[src/rtl/debug_tx_scheduler_pkg.sv]
// rtl/debug_tx_scheduler_pkg.sv - states and frame word constants for the debug TX scheduler
package debug_tx_scheduler_pkg;

    typedef enum logic [2:0] {
        IDLE      = 3'd0,
        TRIG_HDR  = 3'd1,
        TRIG_CMD  = 3'd2,
        PORT_HDR  = 3'd3,
        PORT_DATA = 3'd4,
        GAP       = 3'd5
    } state_t;

    localparam logic [31:0] HDR_TRIG  = 32'h0000_0000;
    localparam logic [31:0] CMD_TRIG  = 32'hFFFF_FFFF;
    localparam logic [7:0]  HDR_PORT  = 8'hFF;
    localparam logic [7:0]  HDR_ABORT = 8'hEE;
    localparam logic [7:0]  K28_5     = 8'hBC;
    localparam logic [3:0]  K_COMMA   = 4'b0001;
    localparam logic [3:0]  K_DATA    = 4'b0000;

    function automatic logic [31:0] ctl_word(input logic [7:0] tag, input logic [7:0] port);
        return {tag, 16'h0000, port};
    endfunction

endpackage

[src/rtl/debug_tx_scheduler_rr_arbiter.sv]
// rtl/debug_tx_scheduler_rr_arbiter.sv - combinational round-robin pick starting at ptr
module rr_arbiter #(
    parameter int N  = 3,
    parameter int IW = (N > 1) ? $clog2(N) : 1
) (
    input  logic [N-1:0]  req,
    input  logic [IW-1:0] ptr,
    output logic [N-1:0]  gnt,
    output logic [IW-1:0] index,
    output logic          any
);

    always_comb begin
        int j;
        j     = 0;
        gnt   = '0;
        index = '0;
        any   = 1'b0;
        for (int k = 0; k < N; k++) begin
            j = int'(ptr) + k;
            if (j >= N) j = j - N;
            if (!any && req[j]) begin
                any    = 1'b1;
                gnt[j] = 1'b1;
                index  = IW'(j);
            end
        end
    end

endmodule

[src/rtl/debug_tx_scheduler.sv]
// rtl/debug_tx_scheduler.sv - sequences trigger and per-port readout frames onto the shared TX lane
module debug_tx_scheduler
    import debug_tx_scheduler_pkg::*;
#(
    parameter int          PORT_NUM  = 3,
    parameter int          TIMEOUT   = 1023,
    parameter logic [31:0] IDLE_WORD = {24'h0, K28_5}
) (
    input  logic                   txclk,
    input  logic                   rstn,
    input  logic [PORT_NUM-1:0]    trigdone,
    input  logic [PORT_NUM-1:0]    port_req,
    input  logic [PORT_NUM-1:0]    port_valid,
    input  logic [PORT_NUM-1:0]    port_last,
    input  logic [PORT_NUM*32-1:0] port_data,
    output logic [PORT_NUM-1:0]    port_grant,
    output logic [31:0]            tx_data,
    output logic [3:0]             tx_k,
    output logic                   tx_valid,
    output logic                   tx_last,
    output logic                   busy
);

    localparam int IW = (PORT_NUM > 1) ? $clog2(PORT_NUM) : 1;
    localparam int WW = (TIMEOUT > 1) ? $clog2(TIMEOUT + 1) : 1;

    state_t              state, next_state;
    logic [PORT_NUM-1:0] trig_pend;
    logic [IW-1:0]       rr_ptr, sel;
    logic [WW-1:0]       wdog;

    logic [PORT_NUM-1:0] arb_gnt;
    logic [IW-1:0]       arb_idx;
    logic                arb_any;

    logic                sel_valid, sel_last, done, abort;
    logic [31:0]         sel_data;

    logic [31:0]         d_data;
    logic [3:0]          d_k;
    logic                d_valid, d_last;
    logic [PORT_NUM-1:0] d_grant;

    rr_arbiter #(.N(PORT_NUM), .IW(IW)) u_arb (
        .req   (port_req),
        .ptr   (rr_ptr),
        .gnt   (arb_gnt),
        .index (arb_idx),
        .any   (arb_any)
    );

    assign sel_valid = port_valid[sel];
    assign sel_last  = port_last[sel];
    assign sel_data  = port_data[{sel, 5'b00000} +: 32];
    assign done      = (state == PORT_DATA) && sel_valid && sel_last;
    assign abort     = (state == PORT_DATA) && !sel_valid && (wdog == WW'(TIMEOUT));
    assign busy      = (state != IDLE);

    always_ff @(posedge txclk or negedge rstn) begin
        if (!rstn) state <= IDLE;
        else       state <= next_state;
    end

    always_comb begin
        next_state = state;
        case (state)
            IDLE: begin
                if (&trig_pend)   next_state = TRIG_HDR;
                else if (arb_any) next_state = PORT_HDR;
            end
            TRIG_HDR:  next_state = TRIG_CMD;
            TRIG_CMD:  next_state = IDLE;
            PORT_HDR:  next_state = PORT_DATA;
            PORT_DATA: if (done || abort) next_state = GAP;
            GAP:       next_state = IDLE;
            default:   next_state = IDLE;
        endcase
    end

    // Values computed here land on the lane one cycle later, so headers
    // appear the cycle after the IDLE decision.
    always_comb begin
        d_data  = IDLE_WORD;
        d_k     = K_COMMA;
        d_valid = 1'b0;
        d_last  = 1'b0;
        d_grant = '0;
        case (state)
            IDLE: begin
                if (next_state == TRIG_HDR) begin
                    d_data  = HDR_TRIG;
                    d_k     = K_DATA;
                    d_valid = 1'b1;
                end else if (next_state == PORT_HDR) begin
                    d_data  = ctl_word(HDR_PORT, 8'(arb_idx));
                    d_k     = K_DATA;
                    d_valid = 1'b1;
                    d_grant = arb_gnt;
                end
            end
            TRIG_HDR: begin
                d_data  = CMD_TRIG;
                d_k     = K_DATA;
                d_valid = 1'b1;
                d_last  = 1'b1;
            end
            PORT_HDR: d_grant = port_grant;
            PORT_DATA: begin
                d_grant = (done || abort) ? '0 : port_grant;
                if (abort) begin
                    d_data  = ctl_word(HDR_ABORT, 8'(sel));
                    d_k     = K_DATA;
                    d_valid = 1'b1;
                    d_last  = 1'b1;
                end else if (sel_valid) begin
                    d_data  = sel_data;
                    d_k     = K_DATA;
                    d_valid = 1'b1;
                    d_last  = sel_last;
                end
            end
            default: ;
        endcase
    end

    always_ff @(posedge txclk or negedge rstn) begin
        if (!rstn) begin
            tx_data    <= IDLE_WORD;
            tx_k       <= K_COMMA;
            tx_valid   <= 1'b0;
            tx_last    <= 1'b0;
            port_grant <= '0;
        end else begin
            tx_data    <= d_data;
            tx_k       <= d_k;
            tx_valid   <= d_valid;
            tx_last    <= d_last;
            port_grant <= d_grant;
        end
    end

    // A trigdone landing on the clearing cycle survives, so no capture is lost.
    always_ff @(posedge txclk or negedge rstn) begin
        if (!rstn) begin
            trig_pend <= '0;
            rr_ptr    <= '0;
            sel       <= '0;
            wdog      <= '0;
        end else begin
            trig_pend <= ((state == TRIG_HDR) ? '0 : trig_pend) | trigdone;
            if (state == IDLE && next_state == PORT_HDR)
                sel <= arb_idx;
            if (done || abort)
                rr_ptr <= (sel == IW'(PORT_NUM - 1)) ? '0 : sel + 1'b1;
            if (state != PORT_DATA || sel_valid || abort)
                wdog <= '0;
            else
                wdog <= wdog + 1'b1;
        end
    end

endmodule

[config.mk]
export PLATFORM = sky130hd
export DESIGN_NAME = debug_tx_scheduler
export DESIGN_NICKNAME = d
export VERILOG_FILES = /design/src/rtl/debug_tx_scheduler_pkg.sv /design/src/rtl/debug_tx_scheduler_rr_arbiter.sv /design/src/rtl/debug_tx_scheduler.sv
export SDC_FILE = /design/constraint.sdc
export NUM_CORES = 1
export LEC_CHECK = 0
export CAP_MARGIN = 20
export CORE_UTILIZATION = 45
export CTS_CLUSTER_DIAMETER = 40
export DETAILED_ROUTE_END_ITERATION = 10
export GPL_TIMING_DRIVEN = 0
export PLACE_DENSITY = 0.91
export SYNTH_ARGS = -nofsm -noshare
export SYNTH_HDL_FRONTEND = slang
export SYNTH_SLANG_ARGS = --single-unit
[constraint.sdc]
create_clock -name txclk -period 4.3 [get_ports txclk]
set_input_delay 0.86 -clock txclk [delete_from_list [all_inputs] [get_ports txclk]]
set_output_delay 0.86 -clock txclk [all_outputs]
set_load 0.1 [all_outputs]
==> reports/results.tsv, run 1 <==
stage	metric	value	unit
cts	post-CTS sizing	0	
logic_synthesis	Syn. warnings	0	
logic_synthesis	Gate Count Post-Synth	340	
sta	final worst path period share	0.746	
run	max cap viols	0	
sta	Slew HR	0.305	
die	I/O pins	152	
drt	initial drt markers	114	
logic_synthesis	Seq/Total Area, Yosys	0.439	
placement	gpl congestion	0.828	
final_layout	share of cells above drive strength 1	0.118	
cts	CTS tree	yes	
critical_path	Startpoint Class	flip-flop	
critical_path	crit path max fanout	10	
placement	DP HPWL	7870	microns
die	die area	7730	sq um
logic_synthesis	#FFs+latches synth	58	
drt	vias per inst	5.36	
logic_synthesis	top-count cell post-synth	dfrtp_1	
sta	Max Freq	0.312	GHz
sta	Slew Viols, Final	0	
cts	H-Tree Depth	3	
run_status	status	complete, no violations	
logic_synthesis	synthesized area	3320	sq um
placement	# port buffers	148	
placement	Setup Slack @ Placement	1.46	ns
sta	final setup margin	1.09	ns
power_and_ir_drop	Cell Pwr Density	792	nW/um^2
cts	clk buf depth	2	
drt	DRC Markers	0	
logic_synthesis	Unique masters post-synth	60	
cts	postcts setup bufs	0	
sta	minimum clock period	3.21	ns
final_layout	Antenna diodes	0	
placement	# placed instances	587	
logic_synthesis	most common library cells after synthesis	dfrtp_1 (52), nor2_1 (49), mux2i_1 (35)	
sta	Worst Tran Pin Value	1.04	ns
cts	# hold bufs at CTS	0	
logic_synthesis	asr flop ratio synth	1.00	
drt	WL/cell	16.9	microns
cts	Clock Pin Slew Worst Setup and Hold Paths	0.07	ns
critical_path	Worst Path Arrival	2.35	ns
drt	final WL	10200	microns
logic_synthesis	area leader, netlist	dfrtp_1	
die	height of the die	87.9	microns
sta	RSZ-0062 raised after global routing	false	
global_routing	largest net degree at the start of global routing	37	
logic_synthesis	Yosys top cell area share	0.392	
die	FP Rows	30	
die	Starting Density	0.478	
sta	final hold viol count	0	
global_routing	antenna violations before repair	0	
drt	antenna-violating nets left	0	
global_routing	GRT Overall Usage	0.277	
die	core area	6940	sq um
global_routing	total grt overflow	0	
logic_synthesis	Syn Area/Cell	9.77	sq um
critical_path	critical path class	flip-flop to primary output	
global_routing	first-pass GRT wire length	16100	microns
critical_path	Req. time, crit path	3.44	ns
drt	TritonRoute pass-1 iters	4	
logic_synthesis	Primary FF master, synth	dfrtp_1	
cts	clock network latency to the later pin of the worst-skew pair	0.34	ns
critical_path	Critical Path Sink Type	primary output	
sta	Clock Skew	0.0133	ns
power_and_ir_drop	Max VDD drop	0.443	mV
final_layout	fin nets	617	
drt	DR vias	3234	
sta	Final setup violation count	0	
logic_synthesis	largest cells by area after synthesis	dfrtp_1 (39%), mux2i_1 (11%), nor2_1 (5.5%)	
cts	clk sinks	58	
global_routing	vias in the first global route	3318	
logic_synthesis	EDFF count, synth	0	
final_layout	area delta synth->final	55.0	%
cts	CTS Root Cell	clkbuf_8	
sta	Setup TNS	0	ns
cts	CTS buffer count	9	
die	Die X	87.9	microns
final_layout	Finished Layout Cells	603	
power_and_ir_drop	leakage	2.12	nW
hold_path	min-delay worst type	flip-flop to flip-flop	
final timing paths:
path / from / end / slack [ns] / depth (start not counted)
hold / removal: trig_pend[1] / trig_pend[1] / 0.48 / 1
max in group asynchronous: rstn / tx_data[5] / 3.17 / 2
setup / recovery: state[2] / busy / 1.09 / 3
setup reg to reg: rr_ptr[1] / tx_data[27] / 2.03 / 8
hold reg to reg: trig_pend[1] / trig_pend[1] / 0.48 / 1
min in group asynchronous: rstn / wdog[2] / 0.49 / 1
critical path: stages, from the launching register on:
cell	delay, ns
dfrtp_1	0.35
buf_2	0.18
or3_1	0.48
clkdlybuf4s50_1	1.01
layer usage:
| metal | global-route usage | routed length, microns | vias up |
|---|---|---|---|
| met2 | 0.519 | 5380 | 135 |
| met3 | 0.0660 | 725 | 26 |
| li1 | - | - | 1523 |
| met4 | 0.107 | 248 | 0 |
| met1 | 0.299 | 3820 | 1550 |
| met5 | 0 | 0 | - |
power breakdown:
| part | internal (mW) | leakage, nW | switching, mW | total, mW |
|---|---|---|---|---|
| registers | 0.756 | 0.734 | 0.0800 | 0.836 |
| logic | 0.780 | 1.28 | 1.94 | 2.72 |
| clock network | 0.296 | 0.105 | 0.224 | 0.520 |
through the flow:
stage                     hold WS [ns]  utilization  instance area, sq um  total power [mW]
after floorplan                  0.441            -                  3330              2.87
after global placement           0.453        0.710                  4930              3.49
after detailed placement         0.461        0.712                  4940              3.56
after CTS                        0.477        0.741                  5150              4.08
after global routing             0.479        0.741                  5150              4.27
final                            0.475        0.741                  5150              4.08
final cells by class:
class / instances / area [sq um]
plain buffers: 25 / 140
multi-input cells: 250 / 1700
flip-flops and latches: 58 / 1460
clock inverters: 5 / 52.6
inverters: 9 / 33.8
clock buffers: 11 / 151
well taps: 96 / 120
fillers: 502 / 1800
repair buffers: 149 / 1500
cells in the final DEF, fill, tap and decap left out, types with 3 or more instances in the layout:
| cell | n |
|---|---|
| o21ai_1 | 14 |
| buf_2 | 7 |
| dfstp_2 | 6 |
| xor2_1 | 5 |
| mux2i_1 | 35 |
| nand3_1 | 4 |
| and4_1 | 3 |
| buf_6 | 3 |
| clkdlybuf4s50_1 | 147 |
| dfrtp_1 | 52 |
| a21oi_1 | 32 |
| inv_1 | 9 |
| a21o_1 | 4 |
| clkbuf_8 | 11 |
| clkbuf_1 | 10 |
| conb_1 | 3 |
| nand2_2 | 3 |
| o21ai_0 | 14 |
| xnor2_1 | 3 |
| nor2_1 | 49 |
| nand2_1 | 13 |
| a31oi_1 | 3 |
| and3_1 | 4 |
| clkinv_2 | 3 |
| ha_1 | 5 |
| o211ai_1 | 7 |
| buf_4 | 4 |
| o22ai_1 | 3 |
| or2_2 | 3 |
cell families after synthesis:
group	count (synthesis)	synth area share
AO/OA/AOI/OAI	99	0.204
XOR/XNOR	8	0.0211
adder cells (fa/ha/maj)	5	0.0188
buffers and inverters	34	0.0524
flip-flops	58	0.439
multiplexers	39	0.123
other	1	0.00113
AND/OR/NAND/NOR	96	0.140
flip-flops by register name, indices dropped and copies added (netlist names):
| name | cells |
|---|---|
| port_grant | 3 |
| rr_ptr | 2 |
| sel | 2 |
| state | 3 |
| trig_pend | 3 |
| tx_data | 32 |
| tx_k | 1 |
| tx_last | 1 |
| tx_valid | 1 |
| wdog | 10 |
(Power assumes the default switching activity.)
==> run 2, diff against run 1 <==
--- a/config.mk
+++ b/config.mk
@@ -6,11 +6,11 @@
 export NUM_CORES = 1
 export LEC_CHECK = 0
 export CAP_MARGIN = 20
-export CORE_UTILIZATION = 45
+export CORE_UTILIZATION = 42
 export CTS_CLUSTER_DIAMETER = 40
 export DETAILED_ROUTE_END_ITERATION = 10
 export GPL_TIMING_DRIVEN = 0
-export PLACE_DENSITY = 0.91
+export PLACE_DENSITY = 0.86
 export SYNTH_ARGS = -nofsm -noshare
 export SYNTH_HDL_FRONTEND = slang
 export SYNTH_SLANG_ARGS = --single-unit
==> constraint.sdc (replaced) <==
create_clock -name txclk -period 3 [get_ports txclk]
set_input_delay 0.6 -clock txclk [delete_from_list [all_inputs] [get_ports txclk]]
set_output_delay 0.6 -clock txclk [all_outputs]
set_load 0.1 [all_outputs]
==> run 2 against run 1 <==
  * Worst setup slack got worse by 0.67 ns
  * Largest power group unchanged
  * Sequential share of layout area barely moved
  * Cell count up 1.0%
==> reports/results.tsv, run 2 (same netlist as run 1, synthesis figures left out) <==
stage	metric	value	unit	change
run_status	status	complete, no violations		
die	Starting Density	0.432		-0.0462
power_and_ir_drop	Max VDD drop	0.545	mV	+23%
hold_path	min-delay worst type	primary input to async pin		
drt	final WL	9580	microns	-5.9%
final_layout	share of cells above drive strength 1	0.112		-0.00592
drt	TritonRoute pass-1 iters	4		unchanged
final_layout	fin nets	617		unchanged
critical_path	crit path max fanout	1		-9
critical_path	crit-path leading delay family	buffers and inverters		
cts	Clock Pin Slew Worst Setup and Hold Paths	0.07	ns	about the same
drt	DR vias	3216		-0.56%
sta	Final setup violation count	0		unchanged
placement	# port buffers	148		unchanged
power_and_ir_drop	Design Power	5.80	mW	+42%
sta	Clock Skew	0.0105	ns	-0.00281 ns
global_routing	largest net degree at the start of global routing	38		+2.7%
die	core area	7690	sq um	+11%
die	die area	8270	sq um	+7.0%
critical_path	critical path's largest stage delay	1.12	ns	+0.11 ns
global_routing	GRT Overall Usage	0.238		-0.0391
cts	H-Tree Depth	3		unchanged
placement	# placed instances	593		+1.0%
sta	minimum clock period	2.57	ns	
placement	Area after DPL	4950	sq um	+0.15%
global_routing	first-pass GRT wire length	15200	microns	-5.1%
drt	initial drt markers	81		-29%
global_routing	total grt overflow	0		unchanged
sta	final worst path period share	0.858		
final_layout	Antenna diodes	0		unchanged
drt	vias per inst	5.28		-1.5%
critical_path	crit path buf inv count	1		-1
sta	Worst Tran Pin Value	0.997	ns	-0.0424 ns
cts	clk buf depth	2		unchanged
die	FP Rows	32		+6.7%
drt	WL/cell	15.7	microns	-6.8%
critical_path	critical path class	flip-flop to primary output		
final_layout	Top reg by flops	tx_data		
final_layout	Filler cells	608		+21%
critical_path	Req. time, crit path	2.40	ns	-1.04 ns
placement	DP HPWL	7390	microns	-6.1%
final_layout	Finished Layout Cells	609		+1.0%
final_layout	final instance area	5150	sq um	about the same
run	max cap viols	0		unchanged
cts	postcts setup bufs	0		unchanged
die	I/O pins	152		unchanged
sta	final hold viol count	0		unchanged
placement	gpl congestion	0.837		+1.1%
cts	CTS Root Cell	clkbuf_8		
die	Die X	90.9	microns	+3.4%
power_and_ir_drop	leakage	2.12	nW	+0.10%
sta	Slew HR	0.333		+0.0284
sta	RSZ-0062 raised after global routing	false		
global_routing	antenna violations before repair	0		unchanged
final_layout	commonest non-fill, non-tap cell in the layout	clkdlybuf4s50_1		
cts	CTS buffer count	9		unchanged
sta	Max Freq	0.388	GHz	
cts	clock network latency to the later pin of the worst-skew pair	0.34	ns	about the same
sta	Slew Viols, Final	0		unchanged
final_layout	largest registers	tx_data (32), wdog (10)		
critical_path	slowest cell on the critical path	clkdlybuf4s50_1		
power_and_ir_drop	Cell Pwr Density	1130	nW/um^2	+42%
drt	DRC Markers	0		unchanged
critical_path	Worst Path Arrival	1.97	ns	-0.38 ns
drt	antenna-violating nets left	0		unchanged
global_routing	vias in the first global route	3163		-4.7%
final_layout	fin util	0.670		-0.0712
critical_path	Critical Path Sink Type	primary output		
cts	clk sinks	58		unchanged
cts	CTS tree	yes		
final_layout	Largest register FFs	32		unchanged
critical_path	CP Cell Sequence	clkdlybuf4s50_1		
die	height of the die	90.9	microns	+3.4%
final_layout	area delta synth->final	55.2	%	about the same
final_layout	most frequent cells in the layout	clkdlybuf4s50_1 (146), dfrtp_1 (52), nor2_1 (49)		
critical_path	Startpoint Class	flip-flop		
[run 2: cell count changes in the layout (fill, tap and decap cells not counted)]
cell / change
clkinv_2: -2
clkdlybuf4s50_1: -1
clkinvlp_4: -1
dlymetal6s2s_1: +1
clkbuf_1: +3
[run 2: power by group]
group / switching [mW] / internal (mW) / leakage, nW
sequential: 0.114 / 1.08 / 0.734
clock: 0.305 / 0.429 / 0.101
combinational: 2.75 / 1.12 / 1.29
[run 2: worst register-to-register path: stages (launching register included)]
cell and delay, ns:
dfrtp_1 0.41, inv_1 0.09, ha_1 0.13, buf_2 0.22, mux2i_4 0.33, a2bb2oi_4 0.27
o21ai_4 0.14, a211oi_2 0.44, o21ai_1 0.16
[run 2: layout make-up]
| class | instances | area, sq um | share of cell area |
|---|---|---|---|
| plain buffers | 25 | 140 | 0.0272 |
| flip-flops and latches | 58 | 1460 | 0.283 |
| inverters | 9 | 33.8 | 0.00656 |
| repair buffers | 149 | 1500 | 0.291 |
| clock buffers | 14 | 163 | 0.0316 |
| multi-input cells | 250 | 1700 | 0.329 |
| well taps | 102 | 128 | 0.0248 |
| clock inverters | 2 | 35.0 | 0.00680 |
[run 2: metal layers]
metal  GRT usage  wire length (microns)  share of wire  up-vias
li1            -                      -              -     1518
met1       0.275                   3690           0.39     1529
met2       0.420                   4890           0.51      147
met3      0.0606                    746          0.078       22
met4      0.0926                    252          0.026        0
met5           0                      0              0        -
[run 2: repair_timing]
action,4_1_cts,5_1_grt
resized for setup,0,1
hold buffers,0,0
endpoints found under the setup margin,0,1
[run 2: path summary, 6_finish.rpt]
check,from,end,slack (ns),cells past startpoint
worst max-delay path,tx_data[5],tx_data[5],0.43,1
worst min-delay path,rstn,tx_data[15],0.23,1
worst max register to register,rr_ptr[1],tx_data[30],0.69,8
worst min register to register,trig_pend[1],trig_pend[1],0.48,1
max in group asynchronous,rstn,tx_k[0],2.13,2
min in group txclk,trig_pend[1],trig_pend[1],0.48,1
[run 2: metrics by stage]
stage	worst slack, ns	setup TNS, ns	hold WS [ns]
5_1_grt	0.388	0	0.269
6_report	0.425	0	0.232
3_3_place_gp	-0.384	-19.76	0.453
2_1_floorplan	0.911	0	0.304
3_5_place_dp	0.423	0	0.460
4_1_cts	0.0537	0	0.243
